--- config.mk ---
export PLATFORM = sky130hd
export DESIGN_NAME = pll_supervisor_flat
export DESIGN_NICKNAME = d
export VERILOG_FILES = /design/src/rtl/pll_supervisor_if.sv /design/src/rtl/pll_supervisor.sv /design/src/flat_wrapper.sv
export SDC_FILE = /design/constraint.sdc
export NUM_CORES = 1
export LEC_CHECK = 0
export CAP_MARGIN = 40
export CORE_AREA = 4 4 62 64
export DETAILED_ROUTE_END_ITERATION = 16
export DIE_AREA = 0 0 66 68
export PLACE_DENSITY_LB_ADDON = 0.05
export SYNTH_ARGS = -nofsm -noshare
export SYNTH_HDL_FRONTEND = slang
export SYNTH_SLANG_ARGS = --single-unit
--- constraint.sdc ---
create_clock -name clock_in -period 2.54 [get_ports clock_in]
set_input_delay 0.381 -clock clock_in [delete_from_list [all_inputs] [get_ports clock_in]]
set_output_delay 0.381 -clock clock_in [all_outputs]
set_load 0.01 [all_outputs]
--- src/rtl/pll_supervisor_if.sv ---
// Control/status bundle between the PLL lock supervisor and the PLL / 72 MHz domain.
// master = supervisor side, slave = PLL and system side.
interface pll_supervisor_if;
  logic       locked;
  logic       clear_fault;
  logic       pll_resetb;
  logic       pll_bypass;
  logic       sys_reset_n;
  logic       ready;
  logic       fault;
  logic [7:0] lock_loss_count;

  modport master (
    input  locked,
    input  clear_fault,
    output pll_resetb,
    output pll_bypass,
    output sys_reset_n,
    output ready,
    output fault,
    output lock_loss_count
  );

  modport slave (
    output locked,
    output clear_fault,
    input  pll_resetb,
    input  pll_bypass,
    input  sys_reset_n,
    input  ready,
    input  fault,
    input  lock_loss_count
  );
endinterface

--- src/rtl/pll_supervisor.sv ---
// Lock supervisor and reset sequencer for the acquisition-clock PLL, running on the reference clock.
// Pulses PLL reset, qualifies lock, releases the system reset, retries on timeout and falls back to bypass.
module pll_supervisor #(
  parameter int unsigned HOLD_CYCLES   = 16,
  parameter int unsigned LOCK_TIMEOUT  = 14400,
  parameter int unsigned STABLE_CYCLES = 144,
  parameter int unsigned MAX_RETRIES   = 3
) (
  input  logic             clock_in,
  input  logic             reset_n,
  pll_supervisor_if.master bus
);

  localparam int unsigned MAX_HT  = (HOLD_CYCLES > LOCK_TIMEOUT) ? HOLD_CYCLES : LOCK_TIMEOUT;
  localparam int unsigned MAX_CNT = (MAX_HT > STABLE_CYCLES) ? MAX_HT : STABLE_CYCLES;
  localparam int unsigned CNT_W   = $clog2(MAX_CNT) + 1;
  localparam int unsigned RETRY_W = $clog2(MAX_RETRIES + 1);
  localparam int unsigned LOSS_W  = 8;

  localparam logic [CNT_W-1:0]   HOLD_LAST    = CNT_W'(HOLD_CYCLES - 1);
  localparam logic [CNT_W-1:0]   TIMEOUT_LAST = CNT_W'(LOCK_TIMEOUT - 1);
  localparam logic [CNT_W-1:0]   STABLE_DONE  = CNT_W'(STABLE_CYCLES);
  localparam logic [RETRY_W-1:0] RETRY_LIMIT  = RETRY_W'(MAX_RETRIES);
  localparam logic [LOSS_W-1:0]  LOSS_SAT     = {LOSS_W{1'b1}};

  typedef enum logic [2:0] {
    ST_HOLD,
    ST_WAIT_LOCK,
    ST_STABLE,
    ST_RUN,
    ST_FAULT
  } state_e;

  state_e             state_q, state_d;
  logic [CNT_W-1:0]   cnt_q, cnt_d;
  logic [RETRY_W-1:0] retry_q, retry_d;
  logic [RETRY_W-1:0] retry_inc;
  logic [LOSS_W-1:0]  loss_q, loss_d;
  logic               sync1_q, sync1_d;
  logic               locked_s_q, locked_s_d;
  logic               pll_resetb_q, pll_resetb_d;
  logic               pll_bypass_q, pll_bypass_d;
  logic               sys_reset_n_q, sys_reset_n_d;
  logic               ready_q, ready_d;
  logic               fault_q, fault_d;

  assign retry_inc = retry_q + RETRY_W'(1);

  // Next state, counters and registered outputs; outputs are decoded from the next state.
  always_comb begin
    state_d       = state_q;
    cnt_d         = cnt_q;
    retry_d       = retry_q;
    loss_d        = loss_q;
    // LOCK is meaningless while the PLL is held in reset, so it is masked before the synchronizer;
    // this also flushes any stale lock before the next attempt.
    sync1_d       = bus.locked & pll_resetb_q;
    locked_s_d    = sync1_q;
    pll_resetb_d  = 1'b0;
    pll_bypass_d  = 1'b0;
    sys_reset_n_d = 1'b0;
    ready_d       = 1'b0;
    fault_d       = 1'b0;

    unique case (state_q)
      ST_HOLD: begin
        if (cnt_q == HOLD_LAST) begin
          state_d = ST_WAIT_LOCK;
          cnt_d   = '0;
        end else begin
          cnt_d = cnt_q + CNT_W'(1);
        end
      end

      ST_WAIT_LOCK: begin
        if (locked_s_q) begin
          state_d = ST_STABLE;
          cnt_d   = '0;
        end else if (cnt_q == TIMEOUT_LAST) begin
          retry_d = retry_inc;
          cnt_d   = '0;
          state_d = (retry_inc == RETRY_LIMIT) ? ST_FAULT : ST_HOLD;
        end else begin
          cnt_d = cnt_q + CNT_W'(1);
        end
      end

      ST_STABLE: begin
        if (!locked_s_q) begin
          state_d = ST_WAIT_LOCK;
          cnt_d   = '0;
        end else if (cnt_q == STABLE_DONE) begin
          state_d = ST_RUN;
          cnt_d   = '0;
          retry_d = '0;
        end else begin
          cnt_d = cnt_q + CNT_W'(1);
        end
      end

      ST_RUN: begin
        if (!locked_s_q) begin
          state_d = ST_HOLD;
          cnt_d   = '0;
          if (loss_q != LOSS_SAT) begin
            loss_d = loss_q + LOSS_W'(1);
          end
        end
      end

      ST_FAULT: begin
        if (bus.clear_fault) begin
          state_d = ST_HOLD;
          cnt_d   = '0;
          retry_d = '0;
        end
      end

      default: begin
        state_d = ST_HOLD;
        cnt_d   = '0;
      end
    endcase

    unique case (state_d)
      ST_WAIT_LOCK,
      ST_STABLE: pll_resetb_d = 1'b1;
      ST_RUN: begin
        pll_resetb_d  = 1'b1;
        sys_reset_n_d = 1'b1;
        ready_d       = 1'b1;
      end
      ST_FAULT: begin
        pll_bypass_d = 1'b1;
        fault_d      = 1'b1;
      end
      default: pll_resetb_d = 1'b0;
    endcase
  end

  // All state, with synchronous active-low reset.
  always_ff @(posedge clock_in) begin
    if (!reset_n) begin
      state_q       <= ST_HOLD;
      cnt_q         <= '0;
      retry_q       <= '0;
      loss_q        <= '0;
      sync1_q       <= 1'b0;
      locked_s_q    <= 1'b0;
      pll_resetb_q  <= 1'b0;
      pll_bypass_q  <= 1'b0;
      sys_reset_n_q <= 1'b0;
      ready_q       <= 1'b0;
      fault_q       <= 1'b0;
    end else begin
      state_q       <= state_d;
      cnt_q         <= cnt_d;
      retry_q       <= retry_d;
      loss_q        <= loss_d;
      sync1_q       <= sync1_d;
      locked_s_q    <= locked_s_d;
      pll_resetb_q  <= pll_resetb_d;
      pll_bypass_q  <= pll_bypass_d;
      sys_reset_n_q <= sys_reset_n_d;
      ready_q       <= ready_d;
      fault_q       <= fault_d;
    end
  end

  assign bus.pll_resetb      = pll_resetb_q;
  assign bus.pll_bypass      = pll_bypass_q;
  assign bus.sys_reset_n     = sys_reset_n_q;
  assign bus.ready           = ready_q;
  assign bus.fault           = fault_q;
  assign bus.lock_loss_count = loss_q;

endmodule

--- src/flat_wrapper.sv ---
// flat-port wrapper written by rule: the top's interface ports become plain ports
module pll_supervisor_flat 
#(
  parameter int unsigned HOLD_CYCLES   = 16,
  parameter int unsigned LOCK_TIMEOUT  = 14400,
  parameter int unsigned STABLE_CYCLES = 144,
  parameter int unsigned MAX_RETRIES   = 3
)
  (clock_in, reset_n, bus_locked, bus_clear_fault, bus_pll_resetb, bus_pll_bypass, bus_sys_reset_n, bus_ready, bus_fault, bus_lock_loss_count);
  pll_supervisor_if bus_i ();
  input  logic clock_in;
  input  logic reset_n;
  input wire logic [$bits(bus_i.locked)-1:0] bus_locked;
  input wire logic [$bits(bus_i.clear_fault)-1:0] bus_clear_fault;
  output wire logic [$bits(bus_i.pll_resetb)-1:0] bus_pll_resetb;
  output wire logic [$bits(bus_i.pll_bypass)-1:0] bus_pll_bypass;
  output wire logic [$bits(bus_i.sys_reset_n)-1:0] bus_sys_reset_n;
  output wire logic [$bits(bus_i.ready)-1:0] bus_ready;
  output wire logic [$bits(bus_i.fault)-1:0] bus_fault;
  output wire logic [$bits(bus_i.lock_loss_count)-1:0] bus_lock_loss_count;
  assign bus_i.locked = bus_locked;
  assign bus_i.clear_fault = bus_clear_fault;
  assign bus_pll_resetb = bus_i.pll_resetb;
  assign bus_pll_bypass = bus_i.pll_bypass;
  assign bus_sys_reset_n = bus_i.sys_reset_n;
  assign bus_ready = bus_i.ready;
  assign bus_fault = bus_i.fault;
  assign bus_lock_loss_count = bus_i.lock_loss_count;
  pll_supervisor #(.HOLD_CYCLES(HOLD_CYCLES), .LOCK_TIMEOUT(LOCK_TIMEOUT), .STABLE_CYCLES(STABLE_CYCLES), .MAX_RETRIES(MAX_RETRIES)) u_core (.clock_in(clock_in), .reset_n(reset_n), .bus(bus_i));
endmodule
==> impl_metrics.py <==
metrics = {
    "status": {
        "status": "finished, final reports clean",
    },
    "global_routing": {
        "grtUsageTotal_pct": 19.5,
        "grt_max_degree": 16,
        "grt_pass1_vias": 1451,
        "gr-total-overflow": 0,
        "grt_antenna_before_repair": 0,
        "grt_pass1_wl_um": 6670,
    },
    "floorplan": {
        "start_util_pct": 54.3,
        "row_count": 21,
        "chipHeight_um": 68,
        "coreArea_um2": 3280,
        "die-area_um2": 4490,
        "dieWidth_um": 66,
        "io_pins": 17,
    },
    "route": {
        "drc": 0,
        "wire_per_inst_um": 14.1,
        "vias": 1544,
        "drt-total-wl_um": 3830,
        "ant_nets": 0,
        "first_iter_violations": 75,
        "avgViaCountPerCell": 5.68,
        "dr.pass1.iters": 4,
    },
    "timing": {
        "hold_viol": 0,
        "setup_ws_ns": 0.294,
        "holdWs_ns": 0.456,
        "fin_crit_sh_pct": 88.4,
        "fin_crit_ns": 2.25,
        "fin_skew_ns": 0.00883,
        "relSlewSlack_pct": 63.3,
        "fmax_mhz": 445,
        "final_max_slew_viol_count": 0,
        "setup_violations": 0,
        "timing.setup.tns_ns": 0,
        "rsz0062_at_grt": "no",
        "worst_pin_slew_ns": 0.542,
    },
    "power": {
        "p_per_area_nw_per_um2": 438,
        "worst_ir_drop_vdd_mv": 0.340,
        "p_leak_nw": 0.703,
        "power.total_uw": 901,
    },
    "yosys": {
        "avgSynthCellArea_um2": 8.61,
        "syn-instance-count": 207,
        "async_reset_ff_share_pct": 0,
        "ys.flop_type": "dfxtp_1",
        "netlist.area_leader.share_pct": 37.1,
        "netlist_area_um2": 1780,
        "synth_fp_nets": 215,
        "yosysTopAreaCell": "dfxtp_1",
        "ys_seq_area_share_pct": 37.1,
        "synth_area_leaders": "dfxtp_1, nor2_1, xnor2_1",
        "synth_edf_count": 0,
        "yosysUniqueCellTypes": 48,
        "yosys_warnings": 0,
        "yosys_register_bits": 33,
    },
    "final_layout": {
        "n_antenna_cell": 0,
        "n_fill_cell": 312,
        "fin_nets": 233,
        "area_delta_synth_final_pct": 15.3,
        "drive_gt1_share_pct": 10.2,
        "fin_area_um2": 2060,
    },
    "placement": {
        "pre_cts_slack_ns": 0.301,
        "globalplace.congestion": 0.859,
        "place_hpwl_um": 2830,
        "io_buffer_count": 16,
        "place_area_um2": 1990,
    },
    "clock_network": {
        "tritoncts": "done",
        "cts.htree.levels": 2,
        "postCtsSetupBuffers": 0,
        "clockBufferDepth": 2,
        "cts-resized-gates": 0,
        "ctsHoldBuffers": 0,
        "cts_root_buffer": "clkbuf_4",
        "cts_made_buffers": 5,
        "clk_pin_slew_ns": 0.10,
        "clock_sinks": 33,
        "clk_latency_ns": 0.34,
    },
    "worst_setup_path": {
        "worst_setup_path_end_kind": "register",
        "required_ns": 2.76,
        "cp_max_fo": 9,
        "reg2regPathDepth": 7,
        "path_class": "reg -> reg",
        "arrival_ns": 2.47,
        "cp-start-kind": "register",
    },
    "run": {
        "cap_violations": 0,
    },
    "hold_path": {
        "hold-path-cell-count": 1,
        "hold_class": "reg -> reg",
    },
}
==> stage by stage <==
| step | cells | util [%] |
|---|---|---|
| finish | 272 | 62.6 |
| floorplan | 207 | - |
| CTS | 272 | 62.6 |
| global placement | 264 | 60.5 |
| detailed placement | 264 | 60.5 |
| global route | 272 | 62.6 |
==> cells in the mapped netlist, drive strengths merged, types with 3 or more instances <==
| master | n |
|---|---|
| a21oi | 8 |
| and2 | 6 |
| and3 | 4 |
| and4 | 3 |
| buf | 7 |
| clkbuf | 3 |
| dfxtp | 33 |
| ha | 4 |
| inv | 6 |
| mux2i | 3 |
| nand2 | 20 |
| nand2b | 3 |
| nand3 | 6 |
| nand4 | 4 |
| nor2 | 24 |
| nor3 | 8 |
| nor4 | 6 |
| nor4b | 3 |
| o21ai | 7 |
| o22ai | 5 |
| xnor2 | 9 |
| xor2 | 5 |
==> report_power, final <==
| group | internal (mW) | switching [mW] |
|---|---|---|
| Clock | 0.160 | 0.180 |
| Combinational | 0.0154 | 0.0190 |
| Sequential | 0.521 | 0.00545 |
| Total | 0.697 | 0.204 |
==> logic make-up (layout without fill, tap and decap cells) <==
kind of cell | count (synthesis) | in the layout | synth area share, %
buffers and inverters | 16 | 35 | 4.21
multiplexers | 3 | 3 | 1.68
XOR/XNOR | 14 | 14 | 6.88
AND/OR/NAND/NOR | 105 | 105 | 34.4
AO/OA/AOI/OAI | 32 | 32 | 13.0
adder cells (fa/ha/maj) | 4 | 4 | 2.81
flip-flops | 33 | 33 | 37.1
==> placed cells by master, fill, tap and decap left out, types with 3 or more instances in the layout <==
| master | count |
|---|---|
| and4_1 | 3 |
| dfxtp_1 | 33 |
| inv_1 | 6 |
| nand2b_1 | 3 |
| clkbuf_4 | 5 |
| nand3_1 | 6 |
| nor2_1 | 23 |
| xnor2_1 | 9 |
| nor4_1 | 4 |
| buf_4 | 5 |
| a21oi_1 | 8 |
| clkdlybuf4s50_1 | 16 |
| o22ai_1 | 5 |
| mux2i_1 | 3 |
| nor4b_1 | 3 |
| nand2_1 | 20 |
| and2_1 | 6 |
| xor2_1 | 5 |
| ha_1 | 4 |
| nor3_1 | 8 |
| and3_1 | 4 |
| nand4_1 | 4 |
| o21ai_0 | 7 |
==> per-layer routing <==
metal | track usage, % | vias to the layer above | routed length (um)
met5 | 0 | - | 0
met4 | 8.63 | 0 | 67
met3 | 5.09 | 6 | 139
met2 | 33.0 | 35 | 1850
met1 | 23.2 | 721 | 1770
li1 | - | 782 | -
==> registers in the layout, indices dropped and copies added (netlist names) <==
register and flops:
u_core.bus.pll_resetb 1, u_core.bus.pll_bypass 1, u_core.state_q 3, u_core.locked_s_d 1
u_core.locked_s_q 1, u_core.bus.lock_loss_count 8, u_core.cnt_q 15, u_core.bus.sys_reset_n 1
u_core.retry_q 2
==> worst paths after layout <==
check	startpoint	end	slack (ns)
worst max-delay path	u_core.cnt_q[0]	u_core.cnt_q[9]	0.29
worst min-delay path	u_core.locked_s_d	u_core.locked_s_q	0.46
worst max register to register	u_core.cnt_q[0]	u_core.cnt_q[9]	0.29
worst min register to register	u_core.locked_s_d	u_core.locked_s_q	0.46
==> critical path, cell delays in order (launching register included) <==
cell	delay, ns
dfxtp_1	0.37
inv_1	0.07
ha_1	0.17
or4b_1	0.50
nor4_4	0.29
nor2_2	0.15
o31ai_4	0.45
nor3_1	0.12
==> cell type report <==
type                       instances  area, um^2  area share [%]
clock buffer                       7        65.1            3.16
clock inverter                     1        5.00           0.243
inverter                           6        22.5            1.10
multi-input combinational        158        1050            50.9
sequential                        33         661            32.1
tap                               46        57.6            2.80
timing repair buffer              21         198            9.62
Note: power is estimated with default switching activity, not from simulation.
